File: src/rtl/bt656cap_colorconv.sv
// BT.601 YCbCr 4:2:2 (two pixels per word) to packed RGB565 pair, three register stages.
// Latency 3 cycles when not stalled; one global enable stalls every stage while the output is held unaccepted.
module bt656cap_colorconv (
    input  logic        sys_clk,
    input  logic        sys_rst,
    input  logic        i_stb,
    output logic        i_ack,
    input  logic        i_field,
    input  logic [31:0] i_ycc,
    output logic        o_stb,
    input  logic        o_ack,
    output logic        o_field,
    output logic [31:0] o_rgb565
);

    logic               r_v1, r_v2, r_v3;
    logic               r_f1, r_f2;
    logic signed [9:0]  r_y0o, r_y1o, r_cbo, r_cro;
    logic signed [19:0] r_p_y0, r_p_y1, r_p_rcr, r_p_gcb, r_p_gcr, r_p_bcb;
    logic [31:0]        r_rgb;
    logic               r_field;

    logic               w_en;
    logic signed [19:0] w_y0x, w_y1x, w_cbx, w_crx;
    logic signed [19:0] w_r0, w_g0, w_b0, w_r1, w_g1, w_b1;
    logic [7:0]         w_r0c, w_g0c, w_b0c, w_r1c, w_g1c, w_b1c;

    // Sums are always below 2^19, so for non-negative values any bit in [18:16] means > 255.
    function automatic logic [7:0] clamp8(input logic signed [19:0] s);
        logic [7:0] v;
        if (s[19])
            v = 8'd0;
        else if (|s[18:16])
            v = 8'hFF;
        else
            v = s[15:8];
        return v;
    endfunction

    assign w_en  = ~r_v3 | o_ack;
    assign i_ack = w_en;

    assign w_y0x = {{10{r_y0o[9]}}, r_y0o};
    assign w_y1x = {{10{r_y1o[9]}}, r_y1o};
    assign w_cbx = {{10{r_cbo[9]}}, r_cbo};
    assign w_crx = {{10{r_cro[9]}}, r_cro};

    assign w_r0 = r_p_y0 + r_p_rcr + 20'sd128;
    assign w_g0 = r_p_y0 - r_p_gcb - r_p_gcr + 20'sd128;
    assign w_b0 = r_p_y0 + r_p_bcb + 20'sd128;
    assign w_r1 = r_p_y1 + r_p_rcr + 20'sd128;
    assign w_g1 = r_p_y1 - r_p_gcb - r_p_gcr + 20'sd128;
    assign w_b1 = r_p_y1 + r_p_bcb + 20'sd128;

    assign w_r0c = clamp8(w_r0);
    assign w_g0c = clamp8(w_g0);
    assign w_b0c = clamp8(w_b0);
    assign w_r1c = clamp8(w_r1);
    assign w_g1c = clamp8(w_g1);
    assign w_b1c = clamp8(w_b1);

    always_ff @(posedge sys_clk) begin
        if (sys_rst) begin
            r_v1    <= 1'b0;
            r_v2    <= 1'b0;
            r_v3    <= 1'b0;
            r_f1    <= 1'b0;
            r_f2    <= 1'b0;
            r_y0o   <= '0;
            r_y1o   <= '0;
            r_cbo   <= '0;
            r_cro   <= '0;
            r_p_y0  <= '0;
            r_p_y1  <= '0;
            r_p_rcr <= '0;
            r_p_gcb <= '0;
            r_p_gcr <= '0;
            r_p_bcb <= '0;
            r_rgb   <= '0;
            r_field <= 1'b0;
        end else if (w_en) begin
            // Bubbles travel with the data so every stage keeps its slot.
            r_v1    <= i_stb;
            r_f1    <= i_field;
            r_cbo   <= $signed({2'b00, i_ycc[31:24]}) - 10'sd128;
            r_y0o   <= $signed({2'b00, i_ycc[23:16]}) - 10'sd16;
            r_cro   <= $signed({2'b00, i_ycc[15:8]})  - 10'sd128;
            r_y1o   <= $signed({2'b00, i_ycc[7:0]})   - 10'sd16;

            r_v2    <= r_v1;
            r_f2    <= r_f1;
            r_p_y0  <= w_y0x * 20'sd298;
            r_p_y1  <= w_y1x * 20'sd298;
            r_p_rcr <= w_crx * 20'sd409;
            r_p_gcb <= w_cbx * 20'sd100;
            r_p_gcr <= w_crx * 20'sd208;
            r_p_bcb <= w_cbx * 20'sd516;

            r_v3    <= r_v2;
            r_field <= r_f2;
            r_rgb   <= {w_r0c[7:3], w_g0c[7:2], w_b0c[7:3],
                        w_r1c[7:3], w_g1c[7:2], w_b1c[7:3]};
        end
    end

    assign o_stb    = r_v3;
    assign o_field  = r_field;
    assign o_rgb565 = r_rgb;

endmodule

File: config.mk
export PLATFORM = sky130hd
export DESIGN_NAME = bt656cap_colorconv
export DESIGN_NICKNAME = d
export VERILOG_FILES = /design/src/rtl/bt656cap_colorconv.sv
export SDC_FILE = /design/constraint.sdc
export NUM_CORES = 1
export LEC_CHECK = 0
export ABC_CLOCK_PERIOD_IN_PS = 11980
export CAP_MARGIN = 25
export CORE_MARGIN = 5
export CORE_UTILIZATION = 68
export CTS_CLUSTER_SIZE = 24
export DETAILED_ROUTE_END_ITERATION = 10
export MAX_ROUTING_LAYER = met4
export PLACE_DENSITY = 0.88
export SYNTH_ARGS = -nofsm -noshare
export SYNTH_HDL_FRONTEND = slang
export SYNTH_SLANG_ARGS = --single-unit
File: constraint.sdc
create_clock -name sys_clk -period 11.98 [get_ports sys_clk]
set_input_delay 2.396 -clock sys_clk [delete_from_list [all_inputs] [get_ports sys_clk]]
set_output_delay 2.396 -clock sys_clk [all_outputs]
set_load 0.1 [all_outputs]
## Yosys cells after proc, flatten, opt, wreduce, memory -nomap -nowiden

Index checks and enable logic that the tools add are counted.

| operators by class | value |
|---|---|
| reduce and logical (&&, ||, !) cells | 6 |
| muxes and demuxes | 12 |
| add/sub/neg operators | 18 |
| bitwise logic cells | 2 |
| multiply operators | 6 |

Operator list:

| operator | number |
|---|---|
| $add 20x9->20 const B | 6 |
| $mux 8 | 12 |
| $add 20x20->20 | 4 |
| $sub 20x20->20 | 4 |
| $mul 9x9->18 const B | 3 |
| $mul 9x10->19 const B | 1 |
| $reduce_or 3->1 | 6 |
| $sub 8x5->9 const B | 2 |
| $sub 8x8->9 const B | 2 |
| $mul 9x6->15 const B | 1 |
| $mul 9x5->14 const B | 1 |
| $not 1->1 | 1 |
| $or 1x1->1 | 1 |

| word-level totals | value |
|---|---|
| register bits after elaboration | 184 |
| logic and storage cells | 61 |

## Logic depth before layout (Yosys ltp)

Gate-level depths: netlist of the first run.

| depth | value |
|---|---|
| word-level depth | 6 |
| mapped depth | 20 |
| mapped depth without buffers | 20 |

## Worst setup path before layout of the first run

OpenSTA, ideal clock, no wires.

| timing path | value |
|---|---|
| path type | input port to output port |
| start | in o_ack |
| end | out i_ack |
| required time | 9.584 ns |
| buffers on the path | 2 |
| stages on the path | 4 |
| data arrival time | 3.874 ns |
| slack | 5.710 ns |
| cells stage by stage | nor2b_1 > inv_1 > clkbuf_1 > clkbuf_1 |

| on the way | value |
|---|---|
| word-level cells in the longest chain between the ends | 1 |

RTL lines:

| item | RTL line | RTL |
|---|---|---|
| start: declaration | 11 | `input logic o_ack,` |
| $or 1x1->1 | 40 | `assign w_en = ~r_v3 \| o_ack;` |
| end: declaration | 7 | `output logic i_ack,` |

Every way passes these cells.

## Final worst setup path of the first run

Ends and elaborated chain as after synthesis.

==> run_summary.xml, run 1 <==
<?xml version="1.0" encoding="UTF-8"?>
<metrics>
  <group name="yosys">
    <metric name="most_instantiated_cells_after_synthesis" unit="">402 x sky130_fd_sc_hd__ha_1, 280 x sky130_fd_sc_hd__inv_1, 258 x sky130_fd_sc_hd__nand2_1, 185 x sky130_fd_sc_hd__a21oi_1, 169 x sky130_fd_sc_hd__dfxtp_1</metric>
    <metric name="ys_types" unit="">77</metric>
    <metric name="syn-instance-count" unit="">1983</metric>
    <metric name="postSynthRegisterBits" unit="">169</metric>
    <metric name="sequential_cell_area_fraction_in_the_yosys_report" unit="%">19.9</metric>
    <metric name="synth_edf_count" unit="">0</metric>
    <metric name="yosysTopAreaCellShare" unit="%">29.5</metric>
    <metric name="cell_types_occupying_the_most_area_after_synthesis" unit="">sky130_fd_sc_hd__ha_1 30%, sky130_fd_sc_hd__dfxtp_1 20%, sky130_fd_sc_hd__fa_1 9.4%, sky130_fd_sc_hd__inv_1 6.2%, sky130_fd_sc_hd__nand2_1 5.7%</metric>
    <metric name="synth_async_reset_ratio" unit="%">0</metric>
    <metric name="post-synth-top-count-cell" unit="">sky130_fd_sc_hd__ha_1</metric>
    <metric name="synth_area_leader_cell" unit="">sky130_fd_sc_hd__ha_1</metric>
    <metric name="synthesis.nets" unit="">2502</metric>
    <metric name="synth_area_per_inst" unit="um^2">8.59</metric>
    <metric name="yosys_warnings" unit="">0</metric>
    <metric name="yosys_most_used_dff" unit="">sky130_fd_sc_hd__dfxtp_1</metric>
    <metric name="synthesis.area" unit="um^2">17000</metric>
  </group>
  <group name="placed_design">
    <metric name="gp_routability_congestion" unit="">0.968</metric>
    <metric name="buffer_ports.inserted" unit="">71</metric>
    <metric name="post-place-cells" unit="">2338</metric>
    <metric name="hpwlAfterDp" unit="um">32000</metric>
  </group>
  <group name="timing">
    <metric name="fin_crit_sh" unit="%">64.2</metric>
    <metric name="finalCriticalPeriod" unit="ps">7690</metric>
    <metric name="setup-tns-final" unit="ps">0</metric>
    <metric name="fmax" unit="MHz">130</metric>
    <metric name="final.hold.worst_slack" unit="ps">448</metric>
    <metric name="tightestPinTransition" unit="ps">991</metric>
    <metric name="final-max-slew-violation-count" unit="">0</metric>
    <metric name="grt_setup_unrepaired" unit="">no</metric>
    <metric name="setup-violations-final" unit="">0</metric>
    <metric name="worst_setup_skew_after_layout" unit="ps">12.6</metric>
    <metric name="timing.final.hold_violations" unit="">0</metric>
    <metric name="timing.max_slew.rel_slack" unit="%">33.8</metric>
  </group>
  <group name="detailed_routing">
    <metric name="via_cell_ratio" unit="">6.11</metric>
    <metric name="routed-via-count" unit="">14500</metric>
    <metric name="wire_per_inst" unit="um">18.1</metric>
    <metric name="met3_wirelength" unit="um">3190</metric>
    <metric name="topRoutingLayerUsed" unit="">met4</metric>
    <metric name="wl_met2" unit="um">19900</metric>
    <metric name="drt_drc_violations_left" unit="">0</metric>
    <metric name="routed_wirelength" unit="um">43000</metric>
    <metric name="number_of_iterations_in_the_first_detailed_routing_pass" unit="">5</metric>
    <metric name="m1WireLength" unit="um">17600</metric>
    <metric name="drt_iter0_markers" unit="">1153</metric>
    <metric name="antenna_left" unit="">0</metric>
  </group>
  <group name="layout">
    <metric name="layoutNonFillerInstCount" unit="">2373</metric>
    <metric name="final_layout_size_suffix_gt1_share" unit="%">2.99</metric>
    <metric name="nets" unit="">2548</metric>
    <metric name="area_delta_synth_final" unit="%">9.36</metric>
    <metric name="post-route-util" unit="%">74.7</metric>
  </group>
  <group name="setup_path">
    <metric name="critical_path_arrival" unit="ps">5290</metric>
    <metric name="critPathCaptureType" unit="">primary output</metric>
    <metric name="r2r_slack" unit="ps">7050</metric>
    <metric name="worst_setup_path_start_kind" unit="">input port</metric>
    <metric name="timing.rr.start" unit="">r_cro[7]</metric>
    <metric name="critPathRequiredTime" unit="ps">9580</metric>
    <metric name="critPathKind" unit="">input port to primary output</metric>
    <metric name="crit_path_max_fanout" unit="">80</metric>
    <metric name="crit-reg2reg-capture" unit="">r_p_rcr[16]</metric>
    <metric name="worst-r2r-cell-count" unit="">17</metric>
  </group>
  <group name="floorplan">
    <metric name="die_h" unit="um">168</metric>
    <metric name="top_level_ports" unit="">72</metric>
    <metric name="starting_density_of_the_core" unit="%">68.3</metric>
    <metric name="num_rows" unit="">58</metric>
    <metric name="fp.dieW" unit="um">168</metric>
    <metric name="die_area" unit="um^2">28300</metric>
    <metric name="coreArea" unit="um^2">25000</metric>
  </group>
  <group name="clock_tree">
    <metric name="sink_count" unit="">169</metric>
    <metric name="cts_buffer_depth" unit="">2</metric>
    <metric name="cts_made_buffers" unit="">17</metric>
    <metric name="clkSlewWorstSetupHoldPaths" unit="ps">70</metric>
    <metric name="cts_setup_buffers" unit="">0</metric>
    <metric name="clock_tree.htree_level_count" unit="">4</metric>
    <metric name="tritoncts" unit="">done</metric>
    <metric name="cts_resized" unit="">0</metric>
    <metric name="clock_insertion_delay_worst_skew" unit="ps">440</metric>
    <metric name="cts.hold.buffers_added" unit="">0</metric>
    <metric name="cts_root_buffer_type" unit="">sky130_fd_sc_hd__clkbuf_16</metric>
  </group>
  <group name="min_path">
    <metric name="worst_hold_path_type" unit="">flip-flop to flip-flop</metric>
    <metric name="hold-path-cell-count" unit="">2</metric>
    <metric name="hold_path_startpoint" unit="">o_rgb565[28]</metric>
    <metric name="worstHoldEndpoint" unit="">o_rgb565[28]</metric>
  </group>
  <group name="status">
    <metric name="outcome" unit="">completed</metric>
  </group>
  <group name="pwr">
    <metric name="peakVddDrop" unit="uV">169</metric>
    <metric name="netSwitchingFraction" unit="%">48.4</metric>
    <metric name="seq_power_share" unit="%">22.2</metric>
    <metric name="leakagePower" unit="nW">9.66</metric>
    <metric name="p_sw" unit="mW">1.67</metric>
    <metric name="combinationalPowerShare" unit="%">60.6</metric>
    <metric name="clock_power_share" unit="%">17.3</metric>
    <metric name="cell_internal_pwr" unit="mW">1.78</metric>
    <metric name="power_per_cell_area" unit="nW/um^2">185</metric>
  </group>
  <group name="global_routing">
    <metric name="grt_antenna_before_repair" unit="">1</metric>
    <metric name="grt-ovfl-total" unit="">0</metric>
    <metric name="grt_pass1_vias" unit="">14400</metric>
    <metric name="grtUsageTotal" unit="%">31.3</metric>
    <metric name="maximum_number_of_pins_on_one_net_before_global_route_repair" unit="">81</metric>
    <metric name="grt_pass1_wl" unit="um">70200</metric>
  </group>
  <group name="flow_run">
    <metric name="maxCapViolations" unit="">0</metric>
  </group>
</metrics>
## sequential cells by signal, indices dropped and copies added, names as in the netlist, 8 cells and up
signal and count:
r_p_gcb 12, o_rgb565 32, r_p_y1 18, r_p_y0 18, r_p_gcr 12, r_p_bcb 18, r_p_rcr 19, r_cro 8
r_y0o 9, r_cbo 8, r_y1o 9
## worst max-delay path, stage by stage
cell and delay, ps:
sky130_fd_sc_hd__clkdlybuf4s50_1 440, sky130_fd_sc_hd__nor2b_4 110, sky130_fd_sc_hd__buf_4 710, sky130_fd_sc_hd__inv_4 490, sky130_fd_sc_hd__clkdlybuf4s50_1 1100
## cell families (layout without fill, tap and decap cells)
| logic type | Yosys count | in the layout | share of synthesized area, % |
|---|---|---|---|
| fa+ha+maj | 482 | 482 | 38.9 |
| simple gates | 461 | 461 | 12.0 |
| compound gates | 431 | 431 | 16.2 |
| buf+inv | 332 | 391 | 7.44 |
| flops | 169 | 169 | 19.9 |
| xor+xnor | 101 | 101 | 5.19 |
| mux | 7 | 7 | 0.419 |
| other cells | 0 | 1 | 0 |
## layout by cell type, fill, tap and decap left out, types with 5 or more instances in the layout
cell type                         instances
sky130_fd_sc_hd__ha_1                   402
sky130_fd_sc_hd__nand4_1                 12
sky130_fd_sc_hd__clkdlybuf4s50_1         70
sky130_fd_sc_hd__xor2_1                  27
sky130_fd_sc_hd__a31oi_1                 12
sky130_fd_sc_hd__nand3_1                 26
sky130_fd_sc_hd__a21o_1                  28
sky130_fd_sc_hd__a21boi_0                 5
sky130_fd_sc_hd__or2_2                    7
sky130_fd_sc_hd__and3_1                  10
sky130_fd_sc_hd__o2111ai_1                6
sky130_fd_sc_hd__clkbuf_16               17
sky130_fd_sc_hd__a221o_1                 17
sky130_fd_sc_hd__nand2b_1                 5
sky130_fd_sc_hd__inv_1                  279
sky130_fd_sc_hd__mux2i_1                  6
sky130_fd_sc_hd__o21ai_1                 22
sky130_fd_sc_hd__nand2_1                258
sky130_fd_sc_hd__o211ai_1                 5
sky130_fd_sc_hd__nor3_1                  23
sky130_fd_sc_hd__buf_4                    6
sky130_fd_sc_hd__or3_1                   17
sky130_fd_sc_hd__o21ai_0                 48
sky130_fd_sc_hd__nand4b_1                 5
sky130_fd_sc_hd__fa_1                    80
sky130_fd_sc_hd__a21oi_1                185
sky130_fd_sc_hd__a41oi_1                  6
sky130_fd_sc_hd__o21bai_1                12
sky130_fd_sc_hd__o21a_1                  18
sky130_fd_sc_hd__xnor2_1                 74
sky130_fd_sc_hd__dfxtp_1                169
sky130_fd_sc_hd__a211oi_1                25
sky130_fd_sc_hd__nor2_1                  71
## routing by layer
metal	vias to the layer above	GRT usage, %
met2	574	50.4
met3	170	6.72
li1	6902	-
met5	-	-
met1	6844	37.3
met4	0	15.3
## worst max path at each step
stage	cells after the start	start	end	slack [ps]
final	5	o_ack	i_ack	4290
after global routing	5	o_ack	i_ack	4210
after CTS	5	o_ack	i_ack	4330
after detailed placement	5	o_ack	i_ack	4360
after global placement	5	o_ack	i_ack	4380
after floorplan	4	o_ack	i_ack	5710
## layout make-up
type | instances | area, um^2
clock buffers | 20 | 437
clock inverters | 12 | 163
multi-input cells | 1482 | 12400
fillers | 1753 | 6330
flip-flops and latches | 169 | 3380
well taps | 330 | 413
repair buffers | 78 | 778
diodes | 1 | 2.50
inverters | 281 | 1060
## metrics by stage
step                      power [mW]  setup slack [ps]  cell area [um^2]
final                           3.45              4290             18600
after global routing            3.68              4210             18600
after CTS                       3.42              4330             18600
after detailed placement        2.78              4360             18000
after global placement          2.70              4380             18000
after floorplan                 2.28              5710             17000
## power by group through the flow
| stage | sequential, mW | combinational [mW] | clock, mW |
|---|---|---|---|
| after floorplan | 1.01 | 1.27 | 0 |
| after global placement | 0.770 | 1.93 | 0 |
| after detailed placement | 0.774 | 2.01 | 0 |
| after CTS | 0.762 | 2.06 | 0.596 |
| after global routing | 0.773 | 2.29 | 0.620 |
| final | 0.766 | 2.09 | 0.596 |
No activity file was read; power rests on OpenSTA's default activity.
==> run 2: changes to the inputs <==
==> config.mk (replaced) <==
export PLATFORM = sky130hd
export DESIGN_NAME = bt656cap_colorconv
export DESIGN_NICKNAME = d
export VERILOG_FILES = /design/src/rtl/bt656cap_colorconv.sv
export SDC_FILE = /design/constraint.sdc
export NUM_CORES = 1
export LEC_CHECK = 0
export ABC_CLOCK_PERIOD_IN_PS = 6700
export CAP_MARGIN = 25
export CORE_MARGIN = 5
export CORE_UTILIZATION = 57
export CTS_CLUSTER_SIZE = 24
export DETAILED_ROUTE_END_ITERATION = 10
export MAX_ROUTING_LAYER = met4
export PLACE_DENSITY = 0.79
export SYNTH_ARGS = -nofsm -noshare
export SYNTH_HDL_FRONTEND = slang
export SYNTH_SLANG_ARGS = --single-unit
==> constraint.sdc (replaced) <==
create_clock -name sys_clk -period 6.7 [get_ports sys_clk]
set_input_delay 1.34 -clock sys_clk [delete_from_list [all_inputs] [get_ports sys_clk]]
set_output_delay 1.34 -clock sys_clk [all_outputs]
set_load 0.1 [all_outputs]
==> run_summary.xml, run 2 (synthesis results as in run 1) <==
<?xml version="1.0" encoding="UTF-8"?>
<metrics>
  <group name="status">
    <metric name="outcome" unit="">completed</metric>
  </group>
  <group name="layout">
    <metric name="nets" unit="">2547</metric>
    <metric name="insertedDiodeCount" unit="">0</metric>
    <metric name="final_cell_mix" unit="">402 x sky130_fd_sc_hd__ha_1, 279 x sky130_fd_sc_hd__inv_1, 258 x sky130_fd_sc_hd__nand2_1, 185 x sky130_fd_sc_hd__a21oi_1, 169 x sky130_fd_sc_hd__dfxtp_1</metric>
    <metric name="area_delta_synth_final" unit="%">9.73</metric>
    <metric name="most_common_library_cell_in_the_layout_ignoring_fill_and_taps" unit="">sky130_fd_sc_hd__ha_1</metric>
    <metric name="number_of_filler_cells_placed_in_the_layout" unit="">2492</metric>
    <metric name="largest_register_ff_count" unit="">32</metric>
    <metric name="final_layout_size_suffix_gt1_share" unit="%">3.14</metric>
  </group>
  <group name="setup_path">
    <metric name="critPathKind" unit="">input port to primary output</metric>
    <metric name="worst_setup_path_start_kind" unit="">input port</metric>
    <metric name="timing.rr.start" unit="">r_cro[7]</metric>
    <metric name="critPathCaptureType" unit="">primary output</metric>
    <metric name="critPathRequiredTime" unit="ps">5360</metric>
    <metric name="critical_path_arrival" unit="ps">3470</metric>
    <metric name="r2r_slack" unit="ps">2080</metric>
    <metric name="crit_path_max_fanout" unit="">43</metric>
    <metric name="crit_start" unit="">o_ack</metric>
  </group>
  <group name="clock_tree">
    <metric name="clkSlewWorstSetupHoldPaths" unit="ps">70</metric>
    <metric name="clock_insertion_delay_worst_skew" unit="ps">440</metric>
    <metric name="clock_tree.htree_level_count" unit="">4</metric>
    <metric name="cts_resized" unit="">0</metric>
    <metric name="sink_count" unit="">169</metric>
    <metric name="cts_setup_buffers" unit="">0</metric>
    <metric name="cts_made_buffers" unit="">17</metric>
    <metric name="cts.hold.buffers_added" unit="">0</metric>
    <metric name="cts_root_buffer_type" unit="">sky130_fd_sc_hd__clkbuf_16</metric>
    <metric name="tritoncts" unit="">done</metric>
    <metric name="cts_buffer_depth" unit="">2</metric>
  </group>
  <group name="timing">
    <metric name="finalCriticalPeriod" unit="ps">4810</metric>
    <metric name="final.hold.worst_slack" unit="ps">448</metric>
    <metric name="timing.max_slew.rel_slack" unit="%">33.9</metric>
    <metric name="final.setup.worst_slack" unit="ps">1890</metric>
    <metric name="fin_crit_sh" unit="%">71.8</metric>
    <metric name="setup-violations-final" unit="">0</metric>
    <metric name="final-max-slew-violation-count" unit="">0</metric>
    <metric name="tightestPinTransition" unit="ps">989</metric>
    <metric name="grt_setup_unrepaired" unit="">no</metric>
    <metric name="worst_setup_skew_after_layout" unit="ps">12.7</metric>
    <metric name="fmax" unit="MHz">208</metric>
    <metric name="setup-tns-final" unit="ps">0</metric>
    <metric name="timing.final.hold_violations" unit="">0</metric>
  </group>
  <group name="pwr">
    <metric name="leakagePower" unit="nW">9.64</metric>
    <metric name="cell_internal_pwr" unit="mW">3.07</metric>
    <metric name="clock_power_share" unit="%">16.6</metric>
    <metric name="netSwitchingFraction" unit="%">48.8</metric>
    <metric name="p_sw" unit="mW">2.93</metric>
    <metric name="combinationalPowerShare" unit="%">60.5</metric>
    <metric name="seq_power_share" unit="%">22.8</metric>
    <metric name="peakVddDrop" unit="uV">233</metric>
    <metric name="power_per_cell_area" unit="nW/um^2">321</metric>
  </group>
  <group name="floorplan">
    <metric name="fp.dieW" unit="um">183</metric>
    <metric name="top_level_ports" unit="">72</metric>
    <metric name="starting_density_of_the_core" unit="%">57.7</metric>
    <metric name="coreArea" unit="um^2">29600</metric>
    <metric name="die_area" unit="um^2">33500</metric>
    <metric name="die_h" unit="um">183</metric>
    <metric name="num_rows" unit="">63</metric>
  </group>
  <group name="placed_design">
    <metric name="dp_slack" unit="ps">1860</metric>
    <metric name="gp_routability_congestion" unit="">0.947</metric>
    <metric name="hpwlAfterDp" unit="um">31700</metric>
    <metric name="buffer_ports.inserted" unit="">71</metric>
  </group>
  <group name="global_routing">
    <metric name="grt_pass1_vias" unit="">13700</metric>
    <metric name="maximum_number_of_pins_on_one_net_before_global_route_repair" unit="">100</metric>
    <metric name="grt-ovfl-total" unit="">0</metric>
    <metric name="grtUsageTotal" unit="%">25.1</metric>
    <metric name="grt_antenna_before_repair" unit="">0</metric>
    <metric name="grt_pass1_wl" unit="um">67000</metric>
  </group>
  <group name="min_path">
    <metric name="hold_path_startpoint" unit="">r_p_rcr[18]</metric>
    <metric name="worst_hold_path_type" unit="">flip-flop to flip-flop</metric>
  </group>
  <group name="detailed_routing">
    <metric name="wire_per_inst" unit="um">16.4</metric>
    <metric name="routed_wirelength" unit="um">39900</metric>
    <metric name="routed-via-count" unit="">13900</metric>
    <metric name="via_cell_ratio" unit="">5.71</metric>
    <metric name="drt_drc_violations_left" unit="">0</metric>
    <metric name="antenna_left" unit="">0</metric>
    <metric name="drt_iter0_markers" unit="">772</metric>
    <metric name="number_of_iterations_in_the_first_detailed_routing_pass" unit="">7</metric>
  </group>
  <group name="flow_run">
    <metric name="maxCapViolations" unit="">0</metric>
  </group>
</metrics>
## run 2: changes by cell type in the layout (fill, tap and decap cells not counted), sizes merged
cell / previous run / this run
inv: 285 / 289
clkinv: 4 / 6
diode: 1 / 0
bufinv: 3 / 0
dlymetal6s2s: 1 / 0
clkbuf: 20 / 17
## run 2: final cells by class
cell class / count / area, um^2 / area share (%)
Multi-Input combinational cell: 1482 / 12400 / 66.3
Timing Repair Buffer: 77 / 786 / 4.20
Inverter: 281 / 1060 / 5.65
Sequential cell: 169 / 3380 / 18.1
Clock inverter: 15 / 156 / 0.836
Tap cell: 390 / 488 / 2.61
Clock buffer: 17 / 425 / 2.28
## run 2: per-stage QoR
stage                     total power, mW  cell area [um^2]  utilization [%]  cells
after floorplan                      4.07             17000                -   1983
after global placement               4.85             18100             61.1   2397
after detailed placement             4.95             18100             61.2   2398
after CTS                            5.99             18700             63.2   2430
after global routing                 6.46             18700             63.3   2431
final                                6.01             18700             63.3   2431
## run 2: path summary, 6_finish.rpt
path | endpoint | cells after the start
max | i_ack | 4
min | r_p_rcr[18] | 2
max reg2reg | r_p_rcr[17] | 17
min reg2reg | r_p_rcr[18] | 2
## run 2: routing by layer
layer | track usage (%) | up-vias | part of all wire [%]
li1 | - | 6897 | -
met1 | 31.3 | 6565 | 45
met2 | 40.8 | 313 | 46
met3 | 4.86 | 100 | 5.6
met4 | 8.61 | 0 | 3.5
met5 | - | - | 0
## run 2: power groups by stage
stage,Combinational (mW),Clock (mW),Sequential [mW]
after floorplan,2.28,0,1.80
after CTS,3.61,1.01,1.37
after global routing,4.01,1.06,1.39
after detailed placement,3.56,0,1.39
final,3.64,1.00,1.37
after global placement,3.46,0,1.39
## run 2: worst max-delay path, cell delays in order
cell and delay, ps:
sky130_fd_sc_hd__clkdlybuf4s50_1 510, sky130_fd_sc_hd__nor2b_4 60, sky130_fd_sc_hd__inv_4 320, sky130_fd_sc_hd__clkdlybuf4s50_1 1220
